## src/rtl/seg_pipe_adder_if.sv

```systemverilog
// Operand/result bus for seg_pipe_adder.
// Handshake: a beat transfers on a rising edge where its valid and ready are both 1;
// in_ready may depend combinationally on out_valid/out_ready, never on in_valid.
interface seg_pipe_adder_if #(
  parameter int WIDTH = 16
);
  logic             in_valid;
  logic             in_ready;
  logic [WIDTH-1:0] a;
  logic [WIDTH-1:0] b;
  logic             cin;
  logic             sub;
  logic             out_valid;
  logic             out_ready;
  logic [WIDTH-1:0] sum;
  logic             cout;
  logic             ovf;

  modport master (
    output in_valid, a, b, cin, sub, out_ready,
    input  in_ready, out_valid, sum, cout, ovf
  );

  modport slave (
    input  in_valid, a, b, cin, sub, out_ready,
    output in_ready, out_valid, sum, cout, ovf
  );
endinterface

```

## src/rtl/seg_pipe_adder.sv

```systemverilog
// Segment-pipelined add/subtract: one SEG-bit slice per stage, carry registered between
// stages, operands skewed in and sum slices deskewed out so each result emerges aligned.
module seg_pipe_adder #(
  parameter int WIDTH = 16,
  parameter int SEG   = 4
) (
  input logic             clk,
  input logic             rst,
  seg_pipe_adder_if.slave bus
);
  localparam int STAGES = WIDTH / SEG;

  logic             en;
  logic [WIDTH-1:0] b_eff;
  logic             c0;

  always_comb begin
    b_eff = bus.sub ? ~bus.b : bus.b;
    c0    = bus.sub ? ~bus.cin : bus.cin;
  end

  for (genvar k = 0; k < STAGES; k++) begin : g_stage
    localparam int DONE = (k + 1) * SEG;

    logic [SEG-1:0]  a_s;
    logic [SEG-1:0]  b_s;
    logic            c_in;
    logic            v_in;
    logic [SEG:0]    slice;
    logic [DONE-1:0] sum_d;
    logic [DONE-1:0] sum_q;
    logic            carry_d;
    logic            carry_q;
    logic            valid_d;
    logic            valid_q;

    if (k == 0) begin : g_src
      assign a_s   = bus.a[SEG-1:0];
      assign b_s   = b_eff[SEG-1:0];
      assign c_in  = c0;
      assign v_in  = bus.in_valid;
      assign sum_d = slice[SEG-1:0];
    end else begin : g_src
      // Low bits of the skew register are exactly this stage's slice.
      assign a_s   = g_stage[k-1].g_skew.rem_a_q[SEG-1:0];
      assign b_s   = g_stage[k-1].g_skew.rem_b_q[SEG-1:0];
      assign c_in  = g_stage[k-1].carry_q;
      assign v_in  = g_stage[k-1].valid_q;
      assign sum_d = {slice[SEG-1:0], g_stage[k-1].sum_q};
    end

    always_comb begin
      slice   = {1'b0, a_s} + {1'b0, b_s} + {{SEG{1'b0}}, c_in};
      carry_d = slice[SEG];
      valid_d = v_in;
    end

    always_ff @(posedge clk) begin
      if (rst) begin
        valid_q <= 1'b0;
        carry_q <= 1'b0;
        sum_q   <= '0;
      end else if (en) begin
        valid_q <= valid_d;
        carry_q <= carry_d;
        sum_q   <= sum_d;
      end
    end

    if (k < STAGES - 1) begin : g_skew
      localparam int RW = WIDTH - DONE;
      logic [RW-1:0] rem_a_d;
      logic [RW-1:0] rem_a_q;
      logic [RW-1:0] rem_b_d;
      logic [RW-1:0] rem_b_q;

      if (k == 0) begin : g_rem
        assign rem_a_d = bus.a[WIDTH-1:SEG];
        assign rem_b_d = b_eff[WIDTH-1:SEG];
      end else begin : g_rem
        assign rem_a_d = g_stage[k-1].g_skew.rem_a_q[WIDTH-k*SEG-1:SEG];
        assign rem_b_d = g_stage[k-1].g_skew.rem_b_q[WIDTH-k*SEG-1:SEG];
      end

      always_ff @(posedge clk) begin
        if (rst) begin
          rem_a_q <= '0;
          rem_b_q <= '0;
        end else if (en) begin
          rem_a_q <= rem_a_d;
          rem_b_q <= rem_b_d;
        end
      end
    end

    if (k == STAGES - 1) begin : g_last
      logic ovf_d;
      logic ovf_q;

      // Carry into the MSB is recovered from the MSB sum bit and its operand bits.
      always_comb begin
        ovf_d = (a_s[SEG-1] ^ b_s[SEG-1] ^ slice[SEG-1]) ^ slice[SEG];
      end

      always_ff @(posedge clk) begin
        if (rst) begin
          ovf_q <= 1'b0;
        end else if (en) begin
          ovf_q <= ovf_d;
        end
      end
    end
  end

  always_comb begin
    en = !g_stage[STAGES-1].valid_q | bus.out_ready;
  end

  assign bus.in_ready  = en;
  assign bus.out_valid = g_stage[STAGES-1].valid_q;
  assign bus.sum       = g_stage[STAGES-1].sum_q;
  assign bus.cout      = g_stage[STAGES-1].carry_q;
  assign bus.ovf       = g_stage[STAGES-1].g_last.ovf_q;
endmodule

```

## src/flat_wrapper.sv

```systemverilog
// flat-port wrapper written by rule: the top's interface ports become plain ports
module seg_pipe_adder_flat 
#(
  parameter int WIDTH = 16,
  parameter int SEG   = 4
)
  (clk, rst, bus_in_valid, bus_a, bus_b, bus_cin, bus_sub, bus_out_ready, bus_in_ready, bus_out_valid, bus_sum, bus_cout, bus_ovf);
  seg_pipe_adder_if #(.WIDTH(WIDTH)) bus_i ();
  input logic clk;
  input logic rst;
  input wire logic [$bits(bus_i.in_valid)-1:0] bus_in_valid;
  input wire logic [$bits(bus_i.a)-1:0] bus_a;
  input wire logic [$bits(bus_i.b)-1:0] bus_b;
  input wire logic [$bits(bus_i.cin)-1:0] bus_cin;
  input wire logic [$bits(bus_i.sub)-1:0] bus_sub;
  input wire logic [$bits(bus_i.out_ready)-1:0] bus_out_ready;
  output wire logic [$bits(bus_i.in_ready)-1:0] bus_in_ready;
  output wire logic [$bits(bus_i.out_valid)-1:0] bus_out_valid;
  output wire logic [$bits(bus_i.sum)-1:0] bus_sum;
  output wire logic [$bits(bus_i.cout)-1:0] bus_cout;
  output wire logic [$bits(bus_i.ovf)-1:0] bus_ovf;
  assign bus_i.in_valid = bus_in_valid;
  assign bus_i.a = bus_a;
  assign bus_i.b = bus_b;
  assign bus_i.cin = bus_cin;
  assign bus_i.sub = bus_sub;
  assign bus_i.out_ready = bus_out_ready;
  assign bus_in_ready = bus_i.in_ready;
  assign bus_out_valid = bus_i.out_valid;
  assign bus_sum = bus_i.sum;
  assign bus_cout = bus_i.cout;
  assign bus_ovf = bus_i.ovf;
  seg_pipe_adder #(.WIDTH(WIDTH), .SEG(SEG)) u_core (.clk(clk), .rst(rst), .bus(bus_i));
endmodule
```

## config.mk

```make
export PLATFORM = sky130hd
export DESIGN_NAME = seg_pipe_adder_flat
export DESIGN_NICKNAME = d
export VERILOG_FILES = /design/src/rtl/seg_pipe_adder_if.sv /design/src/rtl/seg_pipe_adder.sv /design/src/flat_wrapper.sv
export SDC_FILE = /design/constraint.sdc
export NUM_CORES = 1
export LEC_CHECK = 0
export BUFFER_PORTS_ARGS = -buffer_cell sky130_fd_sc_hd__buf_4
export CELL_PAD_IN_SITES_DETAIL_PLACEMENT = 0
export CELL_PAD_IN_SITES_GLOBAL_PLACEMENT = 1
export CORE_MARGIN = 2
export CORE_UTILIZATION = 35
export DETAILED_ROUTE_END_ITERATION = 10
export PLACE_DENSITY = 0.72
export SETUP_SLACK_MARGIN = 0.2
export SYNTH_ARGS = -nofsm -noshare
export SYNTH_HDL_FRONTEND = slang
export SYNTH_SLANG_ARGS = --single-unit
```

## constraint.sdc

```tcl
create_clock -name clk -period 2.2 [get_ports clk]
set_input_delay 0.22 -clock clk [delete_from_list [all_inputs] [get_ports clk]]
set_output_delay 0.22 -clock clk [all_outputs]
set_load 0.01 [all_outputs]
```

# Word level (Yosys, flattened, before mapping)
# Cells that the tools add are included.
[totals]
wordCells = 36
regBits = 97
[classes]
n_mux = 2
bitwise = 6
n_reduce_logical = 1
n_addsub = 8
[ops]
columns = ["operator", "n"]
rows = [
  ["adder 4 x 4 -> 5 bit", 4],
  ["adder 5 x 1 -> 5 bit", 4],
  ["2-to-1 mux 16 bit", 1],
  ["inverter 16 bit", 1],
  ["XOR 1 bit", 3],
  ["zero test 1 bit", 1],
  ["2-to-1 mux 1 bit", 1],
  ["inverter 1 bit", 1],
  ["OR 1 bit", 1],
]

# Depth between registers and ports, before layout
# Gate-level depths: netlist of run 1.
[depth]
depth_word = 4
depth_mapped = 9
mapped_depth_nobuf = 7

# Worst setup path before layout of run 1
# Ideal clock, no wire load.
[synth_timing]
path_type = "input to register"
startpoint = "in bus_sub"
endpoint = "reg u_core.g_stage[0].carry_q"
cell_stages = 9
arrival_ns = 1.827
path_slack_ns = 0.244
path_buffers = 2
required_ns = 2.071
cell_sequence = "buf_4 -> buf_6 -> xnor2_1 -> fa_1 -> inv_1 -> fa_1 -> a21o_1 -> a211oi_1 -> nor3_1"
[synth_between]
elab_chain_cells = 3
[synth_rtl]
columns = ["item", "line_no", "text"]
rows = [
  ["start: declaration", "flat_wrapper.sv:15", "input wire logic [$bits(bus_i.sub)-1:0] bus_sub;"],
  ["2-to-1 mux 16 bit", "seg_pipe_adder.sv:18", "b_eff = bus.sub ? ~bus.b : bus.b;"],
  ["adder 4 x 4 -> 5 bit", "seg_pipe_adder.sv:53", "slice = {1'b0, a_s} + {1'b0, b_s} + {{SEG{1'b0}}, c_in};"],
  ["adder 5 x 1 -> 5 bit *", "seg_pipe_adder.sv:53", ""],
  ["end signal: assignment", "seg_pipe_adder.sv:65", "carry_q <= carry_d;"],
  ["end: declaration", "seg_pipe_adder.sv:33", "logic carry_q;"],
]
# Every way passes the cells marked *; elsewhere a longest branch is shown, timed or not.
# A chain may end at the register's enable or synchronous reset.

# Final worst setup path of run 1
[layout_timing]
startpoint = "reg u_core.g_stage[3].valid_q, in the netlist u_core.bus.out_valid"
endpoint = "out bus_in_ready"
[layout_between]
elab_chain_cells = 2
[layout_rtl]
columns = ["item", "line_no", "text"]
rows = [
  ["start: declaration", "seg_pipe_adder.sv:35", "logic valid_q;"],
  ["start signal: assignment", "seg_pipe_adder.sv:64", "valid_q <= valid_d;"],
  ["zero test 1 bit", "seg_pipe_adder.sv:116", "en = !g_stage[STAGES-1].valid_q | bus.out_ready;"],
  ["OR 1 bit", "seg_pipe_adder.sv:116", ""],
  ["end: declaration", "flat_wrapper.sv:17", "output wire logic [$bits(bus_i.in_ready)-1:0] bus_in_ready;"],
]
# No other way between the ends.

==> results of run 1 <==
-- through the flow --
step | util | std cells | hold slack, ps
6_report | 0.428 | 666 | 133
5_1_grt | 0.428 | 666 | 124
4_1_cts | 0.428 | 666 | 117
3_5_place_dp | 0.404 | 652 | 445
3_3_place_gp | 0.404 | 652 | 440
2_1_floorplan | - | 478 | 360
-- flip-flops by register name (all words and copies together), names as in the netlist --
name / flops
u_core.bus.sum: 16
u_core.g_stage.g_skew.rem_b_q: 24
u_core.bus.ovf: 1
u_core.g_stage.valid_q: 3
u_core.g_stage.sum_q: 24
u_core.bus.out_valid: 1
u_core.bus.cout: 1
u_core.g_stage.g_skew.rem_a_q: 24
u_core.g_stage.carry_q: 3
-- cells in the mapped netlist, drive strengths merged --
| cell type | instances | share of area |
|---|---|---|
| buf | 28 | 0.044 |
| nor3 | 4 | 0.0048 |
| nand2b | 2 | 0.0030 |
| nand3 | 4 | 0.0048 |
| a211oi | 23 | 0.062 |
| o21a | 2 | 0.0036 |
| nand4b | 1 | 0.0021 |
| a21oi | 72 | 0.088 |
| or3 | 2 | 0.0030 |
| dfxtp | 97 | 0.47 |
| nor2b | 4 | 0.0078 |
| fa | 8 | 0.039 |
| a21o | 4 | 0.0072 |
| inv | 11 | 0.0099 |
| xnor2 | 17 | 0.036 |
| clkbuf | 6 | 0.0054 |
| o21ai | 3 | 0.0036 |
| xor2 | 5 | 0.011 |
| nand2 | 137 | 0.12 |
| nand3b | 6 | 0.011 |
| nor2 | 28 | 0.025 |
| ha | 12 | 0.036 |
| or4 | 1 | 0.0018 |
| o31ai | 1 | 0.0018 |
-- cells by family (layout without fill, tap and decap cells) --
logic type	Yosys count	in the layout	share of synthesized area
DFF	97	97	0.467
and+or+nand+nor	189	189	0.187
xor gates and xnor gates	22	22	0.0463
buffers and inverters	45	90	0.0593
AOI/OAI and AO/OA	105	105	0.166
adders and majority gates	20	20	0.0746
-- worst max-delay path, cell delays in order (launching register included) --
cell	delay, ps
dfxtp_1	330
nor2b_4	190
clkinv_2	280
buf_4	320
buf_4	160
-- routing by layer --
metal | global-route usage | vias to the layer above | share of wire
li1 | - | 1647 | -
met1 | 0.182 | 1445 | 0.47
met2 | 0.218 | 50 | 0.48
met3 | 0.0455 | 2 | 0.042
met4 | 0.0390 | 0 | 0.0054
met5 | 0 | - | 0
-- cell type report --
type | instances | area, um^2 | area share
Multi-Input combinational cell | 336 | 1970 | 0.400
Sequential cell | 97 | 1940 | 0.394
Timing Repair Buffer | 65 | 513 | 0.104
Clock buffer | 11 | 243 | 0.0492
Tap cell | 143 | 179 | 0.0363
Clock inverter | 3 | 42.5 | 0.00863
Inverter | 11 | 42.5 | 0.00863
-- power breakdown --
part | internal (mW) | leakage [nW] | total [mW] | switching [mW]
Combinational | 0.211 | 1.06 | 0.416 | 0.205
Clock | 0.898 | 0.137 | 1.52 | 0.619
Sequential | 1.87 | 0.797 | 1.94 | 0.0632
-- worst min-delay path by stage --
stage	start	endpoint	slack (ps)	depth (start not counted)
2_1_floorplan	bus_a[4]	u_core.g_stage[0].g_skew.rem_a_q[0]$_SDFFE_PP0P_	360	2
3_3_place_gp	u_core.g_stage[0].valid_q$_SDFFE_PP0P_	u_core.g_stage[0].valid_q$_SDFFE_PP0P_	440	2
3_5_place_dp	u_core.g_stage[1].sum_q[4]$_SDFFE_PP0P_	u_core.g_stage[1].sum_q[4]$_SDFFE_PP0P_	450	2
4_1_cts	bus_a[13]	u_core.g_stage[0].g_skew.rem_a_q[9]$_SDFFE_PP0P_	120	3
5_1_grt	bus_a[7]	u_core.g_stage[0].g_skew.rem_a_q[3]$_SDFFE_PP0P_	120	3
6_report	bus_a[11]	u_core.g_stage[0].g_skew.rem_a_q[7]$_SDFFE_PP0P_	130	3
==> results.toml, run 1 <==
[status]
status = "finished with violations"
failed_checks = "DRC"

[clock_tree]
clk-insertion-delay-late_ps = 330
post_cts_buffers = 0
postCtsHoldBufs = 0
cts.path.max_buffers = 2
clk_pin_slew_worst_paths_ps = 60
clockRootBuffer = "clkbuf_16"
post_cts_resized = 0
cts_tree = "built"
clock_sinks = 97
cts_made_buffers = 9
htree_num_levels = 3

[critical_path]
required_ps = 1980
r2r_cells = 5
critical_path.startpoint_type = "register"
reg2reg_to = "u_core.g_stage[1].carry_q$_SDFFE_PP0P_"
r2r_slack_ps = 370
setup.worst_path.end = "bus_in_ready"
cp_max_fo = 19
critPathLaunch = "u_core.bus.out_valid$_SDFFE_PP0P_"
reg2reg_from = "u_core.g_stage[0].g_skew.rem_b_q[0]$_SDFFE_PP0P_"
end_kind = "output pin"
path_class = "reg -> out"
worstPathArrival_ps = 1620

[place]
finalWeightedCongestion = 0.728
dp_hpwl_mm = 5.56
pre_cts_ws_ps = 206
place_area_mm2 = 0.00465
portBuffers = 57

[cells_and_area]
post-route-cell-area_mm2 = 0.00493
diodes = 0
mostFrequentLayoutCells = "nand2_1 (137), dfxtp_1 (97), a21oi_1 (71), buf_4 (63), nor2_1 (28)"
layout.nets = 578
final_common_cell = "nand2_1"
fillers = 1169
area_delta_synth_final_pct = 18.6
drive_above_1_share = 0.187

[synthesis]
ys_warn_count = 0
synth.net_count = 536
yosys.cell_types.count = 31
avgSynthCellArea_um2 = 8.70
synth_cells = 478
synth_area_mm2 = 0.00416
ys_ff_latch = 97
yosysSeqAreaShare = 0.467

[global_route]
grt_max_degree = 84
grt_use_total = 0.138
grt_pass1_wl_mm = 14.3
overflow = 0
antenna_found_initial = 0
first_global_vias = 2971

[sta]
fmax_ghz = 0.544
fin_crit_sh = 0.835
relSlewSlack = 0.453
min_period_ps = 1840
tns_ps = 0
hold_viol = 0
rsz0062_at_grt = "false"
clock_skew_ps = 10.0
drv_slew = 0
setup_ws_ps = 363
setup_violations = 0
worst_pin_slew_ps = 820

[power_and_ir_drop]
leakage_nw = 2.00
p_total_mw = 3.87
power.density_mw_per_mm2 = 784
ir_drop_mv = 0.427

[floorplan]
dieArea_mm2 = 0.0128
fp.coreArea_mm2 = 0.0115
die_h_um = 113
initial_core_util = 0.361
rows = 39
dieWidth_um = 113
io_pins = 58

[flow_run]
maxCapViolCount = 0

[detailed_routing]
drt-wirelength-per-cell_um = 12.5
drc = 3
drt_pass1_iterations = 7
route.antenna.remaining_nets = 0
vias = 3144
drt_first_iter_violations = 231
drt-vias-per-instance = 4.72
wirelength_mm = 8.31

[worst_hold_path]
min_path_type = "in -> reg"
(Power assumes the default switching activity.)
==> run 2: changes to the inputs <==
PLACE_DENSITY = 0.74   (was 0.72)
clock period = 1.5 ns   (was 2.2 ns; I/O delays follow)
==> results.toml, run 2 (synthesized netlist as in run 1, its figures left out) <==
[status]
status = "finished with violations"
failed_checks = "DRC, setup timing"

[sta]
min_period_ps = 1640
relSlewSlack = 0.684
fmax_ghz = 0.611
worst_pin_slew_ps = 473
hold_viol = 0
setup_violations = 8
fin_crit_sh = 1.09
setup_ws_ps = -136
rsz0062_at_grt = "true"
drv_slew = 0
clock_skew_ps = 8.15

[detailed_routing]
drt_pass1_iterations = 7
drt-vias-per-instance = 4.86
drc = 3
wirelength_mm = 9.99
route.antenna.remaining_nets = 0
drt_first_iter_violations = 117
vias = 3394
drt-wirelength-per-cell_um = 14.3

[global_route]
first_global_vias = 3372
overflow = 0
antenna_found_initial = 0
grt_max_degree = 37
grt_pass1_wl_mm = 16.2
grt_use_total = 0.158

[critical_path]
required_ps = 1710
cp_cell_sequence = "fa_2, fa_2, a21o_1, a211oi_2, a211oi_1"
end_kind = "register"
critical_path.startpoint_type = "register"
slowest_stage = "fa_2"
worstPathArrival_ps = 1850
cp_top_family = "adder cells"
cp_common_cell = "fa_2"
cp_num_buf_inv = 0
max_stage_delay_ps = 400
path_class = "reg -> reg"
cp_max_fo = 2

[power_and_ir_drop]
p_total_mw = 6.00
ir_drop_mv = 0.476
leakage_nw = 2.30
power.density_mw_per_mm2 = 1030

[cells_and_area]
reg.largest.list = "u_core.g_stage.g_skew.rem_a_q x24, u_core.g_stage.g_skew.rem_b_q x24, u_core.g_stage.sum_q x24"
diodes = 0
layout.nets = 610
final_cells = 699
final_common_cell = "nand2_1"
drive_above_1_share = 0.390
area_delta_synth_final_pct = 40.1
mostFrequentLayoutCells = "nand2_1 (119), dfxtp_1 (83), buf_4 (73), a21oi_1 (53), a211oi_2 (20)"

[clock_tree]
clock_sinks = 97
clk_pin_slew_worst_paths_ps = 70
htree_num_levels = 3
clockRootBuffer = "clkbuf_16"
postCtsHoldBufs = 0
clk-insertion-delay-late_ps = 340
cts_tree = "built"
cts_made_buffers = 9
cts.path.max_buffers = 2

[flow_run]
maxCapViolCount = 0

[floorplan]
io_pins = 58
initial_core_util = 0.361
dieWidth_um = 113
fp.coreArea_mm2 = 0.0115
rows = 39
dieArea_mm2 = 0.0128
die_h_um = 113

[place]
dp_hpwl_mm = 5.80
finalWeightedCongestion = 0.731
placed_cells = 661
portBuffers = 57

[worst_hold_path]
min_path_type = "in -> reg"
## run 2: metrics by stage
stage                     setup TNS [ps]   util  hold slack [ps]  cell area [um^2]  setup slack, ps
after floorplan                     -822      -              290              4270             -210
after global placement              -936  0.418              408              4820             -151
after detailed placement           -1220  0.418              416              4820             -185
after CTS                           -506  0.469             56.6              5400             -121
after global routing               -1360  0.506             43.9              5830             -200
final                               -660  0.506             54.5              5830             -136
## run 2: final cells by class
class,count,area (um^2)
Clock inverter,4,52.6
Multi-Input combinational cell,336,2350
Fill cell,1069,5690
Inverter,11,46.3
Sequential cell,97,1960
Tap cell,143,179
Clock buffer,11,253
Timing Repair Buffer,97,981
## run 2: what timing repair did
action | in CTS | in global routing
gates resized for setup | 23 | 87
pin swaps | 18 | 41
buffers inserted | 9 | 7
gates cloned | 4 | 3
endpoints found under the setup margin | 24 | 72
## run 2: worst reg2reg max path, stage by stage (launching register included)
cell and delay [ps]:
dfxtp_2 350, fa_2 400, fa_2 350, a21o_1 190, a211oi_2 160, a211oi_1 60
## run 2: power by group
group / internal [mW] / total, mW / switching [mW]
clock network: 1.37 / 2.35 / 0.972
registers: 2.75 / 2.87 / 0.123
logic: 0.414 / 0.778 / 0.363
total: 4.54 / 6.00 / 1.46
## run 2: final timing paths
check                                                   start  slack (ps)  depth (start not counted)                                          endpoint
max                    u_core.g_stage[0].carry_q$_SDFFE_PP0P_        -140                          5            u_core.g_stage[1].carry_q$_SDFFE_PP0P_
min                                                  bus_a[9]          50                          3  u_core.g_stage[0].g_skew.rem_a_q[5]$_SDFFE_PP0P_
max reg2reg            u_core.g_stage[0].carry_q$_SDFFE_PP0P_        -140                          5            u_core.g_stage[1].carry_q$_SDFFE_PP0P_
min reg2reg  u_core.g_stage[1].g_skew.rem_b_q[0]$_SDFFE_PP0P_         450                          2  u_core.g_stage[1].g_skew.rem_b_q[0]$_SDFFE_PP0P_
## run 2: per-layer routing
layer  share of wire  global-route usage  wire length [um]
met4           0.014              0.0553               140
met1            0.46               0.200              4600
met2            0.49               0.264              4870
met5               0                   0                 0
met3           0.038              0.0380               383
==> run 3: changes to the inputs <==
PLACE_DENSITY = 0.72   (was 0.74)
SKIP_LAST_GASP = 1   (was default)
clock period = 2.1 ns   (was 1.5 ns; I/O delays follow)
==> results.toml, run 3 (synthesized netlist as in run 1, its figures left out) <==
[status]
status = "finished with violations"
failed_checks = "DRC"

[clock_tree]
cts_made_buffers = 9
clockRootBuffer = "clkbuf_16"
clock_sinks = 97
post_cts_buffers = 0
postCtsHoldBufs = 0
cts.path.max_buffers = 2
cts_tree = "built"
clk-insertion-delay-late_ps = 330
clk_pin_slew_worst_paths_ps = 70
post_cts_resized = 0
htree_num_levels = 3

[global_route]
grt_pass1_wl_mm = 14.2
grt_max_degree = 64
first_global_vias = 3147
grt_use_total = 0.136
overflow = 0
antenna_found_initial = 0

[critical_path]
path_class = "reg -> reg"
required_ps = 2310
critical_path.startpoint_type = "register"
cp_max_fo = 2
worstPathArrival_ps = 2040
end_kind = "register"

[detailed_routing]
route.antenna.remaining_nets = 0
vias = 3193
drt_pass1_iterations = 7
drt_first_iter_violations = 137
drc = 4
drt-vias-per-instance = 4.78
drt-wirelength-per-cell_um = 12.5
wirelength_mm = 8.34

[floorplan]
rows = 39
dieArea_mm2 = 0.0128
fp.coreArea_mm2 = 0.0115
io_pins = 58
dieWidth_um = 113
initial_core_util = 0.361
die_h_um = 113

[sta]
hold_viol = 0
tns_ps = 0
relSlewSlack = 0.575
min_period_ps = 1830
fin_crit_sh = 0.872
worst_pin_slew_ps = 637
drv_slew = 0
fmax_ghz = 0.546
rsz0062_at_grt = "false"
setup_violations = 0
clock_skew_ps = 6.83

[cells_and_area]
mostFrequentLayoutCells = "nand2_1 (137), dfxtp_1 (97), a21oi_1 (71), buf_4 (63), nor2_1 (28)"
final_cells = 668
diodes = 0
layout.nets = 578
reg.largest.list = "u_core.g_stage.g_skew.rem_a_q x24, u_core.g_stage.g_skew.rem_b_q x24, u_core.g_stage.sum_q x24"
drive_above_1_share = 0.198
final_common_cell = "nand2_1"
area_delta_synth_final_pct = 20.2
post-route-cell-area_mm2 = 0.00500

[place]
portBuffers = 57
place_area_mm2 = 0.00468
finalWeightedCongestion = 0.717
dp_hpwl_mm = 5.53
placed_cells = 652

[power_and_ir_drop]
power.density_mw_per_mm2 = 846
ir_drop_mv = 0.423
leakage_nw = 2.03
p_total_mw = 4.23

[flow_run]
maxCapViolCount = 0

[worst_hold_path]
min_path_type = "in -> reg"
==> run 3: layout make-up <==
type                    instances  area [um^2]
repair buffers                 65          513
clock buffers                  10          229
flip-flops and latches         97         1940
clock inverters                 6         91.3
well taps                     143          179
inverters                      11         42.5
multi-input cells             336         2000
fillers                      1170         6520
==> run 3: final timing paths <==
kind                                                    start                                          endpoint  slack (ps)  cells past startpoint
max reg2reg  u_core.g_stage[0].g_skew.rem_b_q[0]$_SDFFE_PP0P_            u_core.g_stage[1].carry_q$_SDFFE_PP0P_         270                      5
max          u_core.g_stage[0].g_skew.rem_b_q[0]$_SDFFE_PP0P_            u_core.g_stage[1].carry_q$_SDFFE_PP0P_         270                      5
min                                                 bus_a[12]  u_core.g_stage[0].g_skew.rem_a_q[8]$_SDFFE_PP0P_         120                      3
min reg2reg            u_core.g_stage[0].valid_q$_SDFFE_PP0P_            u_core.g_stage[0].valid_q$_SDFFE_PP0P_         450                      2
==> run 3: metrics by stage <==
stage / setup WS [ps] / util / hold WS (ps)
after floorplan: 230 / - / 350
after global placement: 316 / 0.406 / 441
after detailed placement: 265 / 0.406 / 444
after CTS: 260 / 0.434 / 108
after global routing: 205 / 0.434 / 109
final: 268 / 0.434 / 121
==> run 3: critical path, stage by stage (launching register included) <==
cell and delay, ps:
dfxtp_1 330, fa_1 470, fa_1 420, a21o_1 200
a211oi_1 230, a211oi_1 70
==> run 3: where the power goes <==
part	switching (mW)	leakage (nW)	internal, mW
Sequential	0.0656	0.797	1.96
Combinational	0.223	1.08	0.226
Clock	0.704	0.157	1.05
==> run 3: routing by layer <==
layer / wire length, um / share of wire / up-vias / track usage
met5: 0 / 0 / - / 0
met4: 121 / 0.015 / 0 / 0.0447
met3: 323 / 0.039 / 9 / 0.0402
met2: 3830 / 0.46 / 48 / 0.222
met1: 4060 / 0.49 / 1481 / 0.175
li1: - / - / 1655 / -
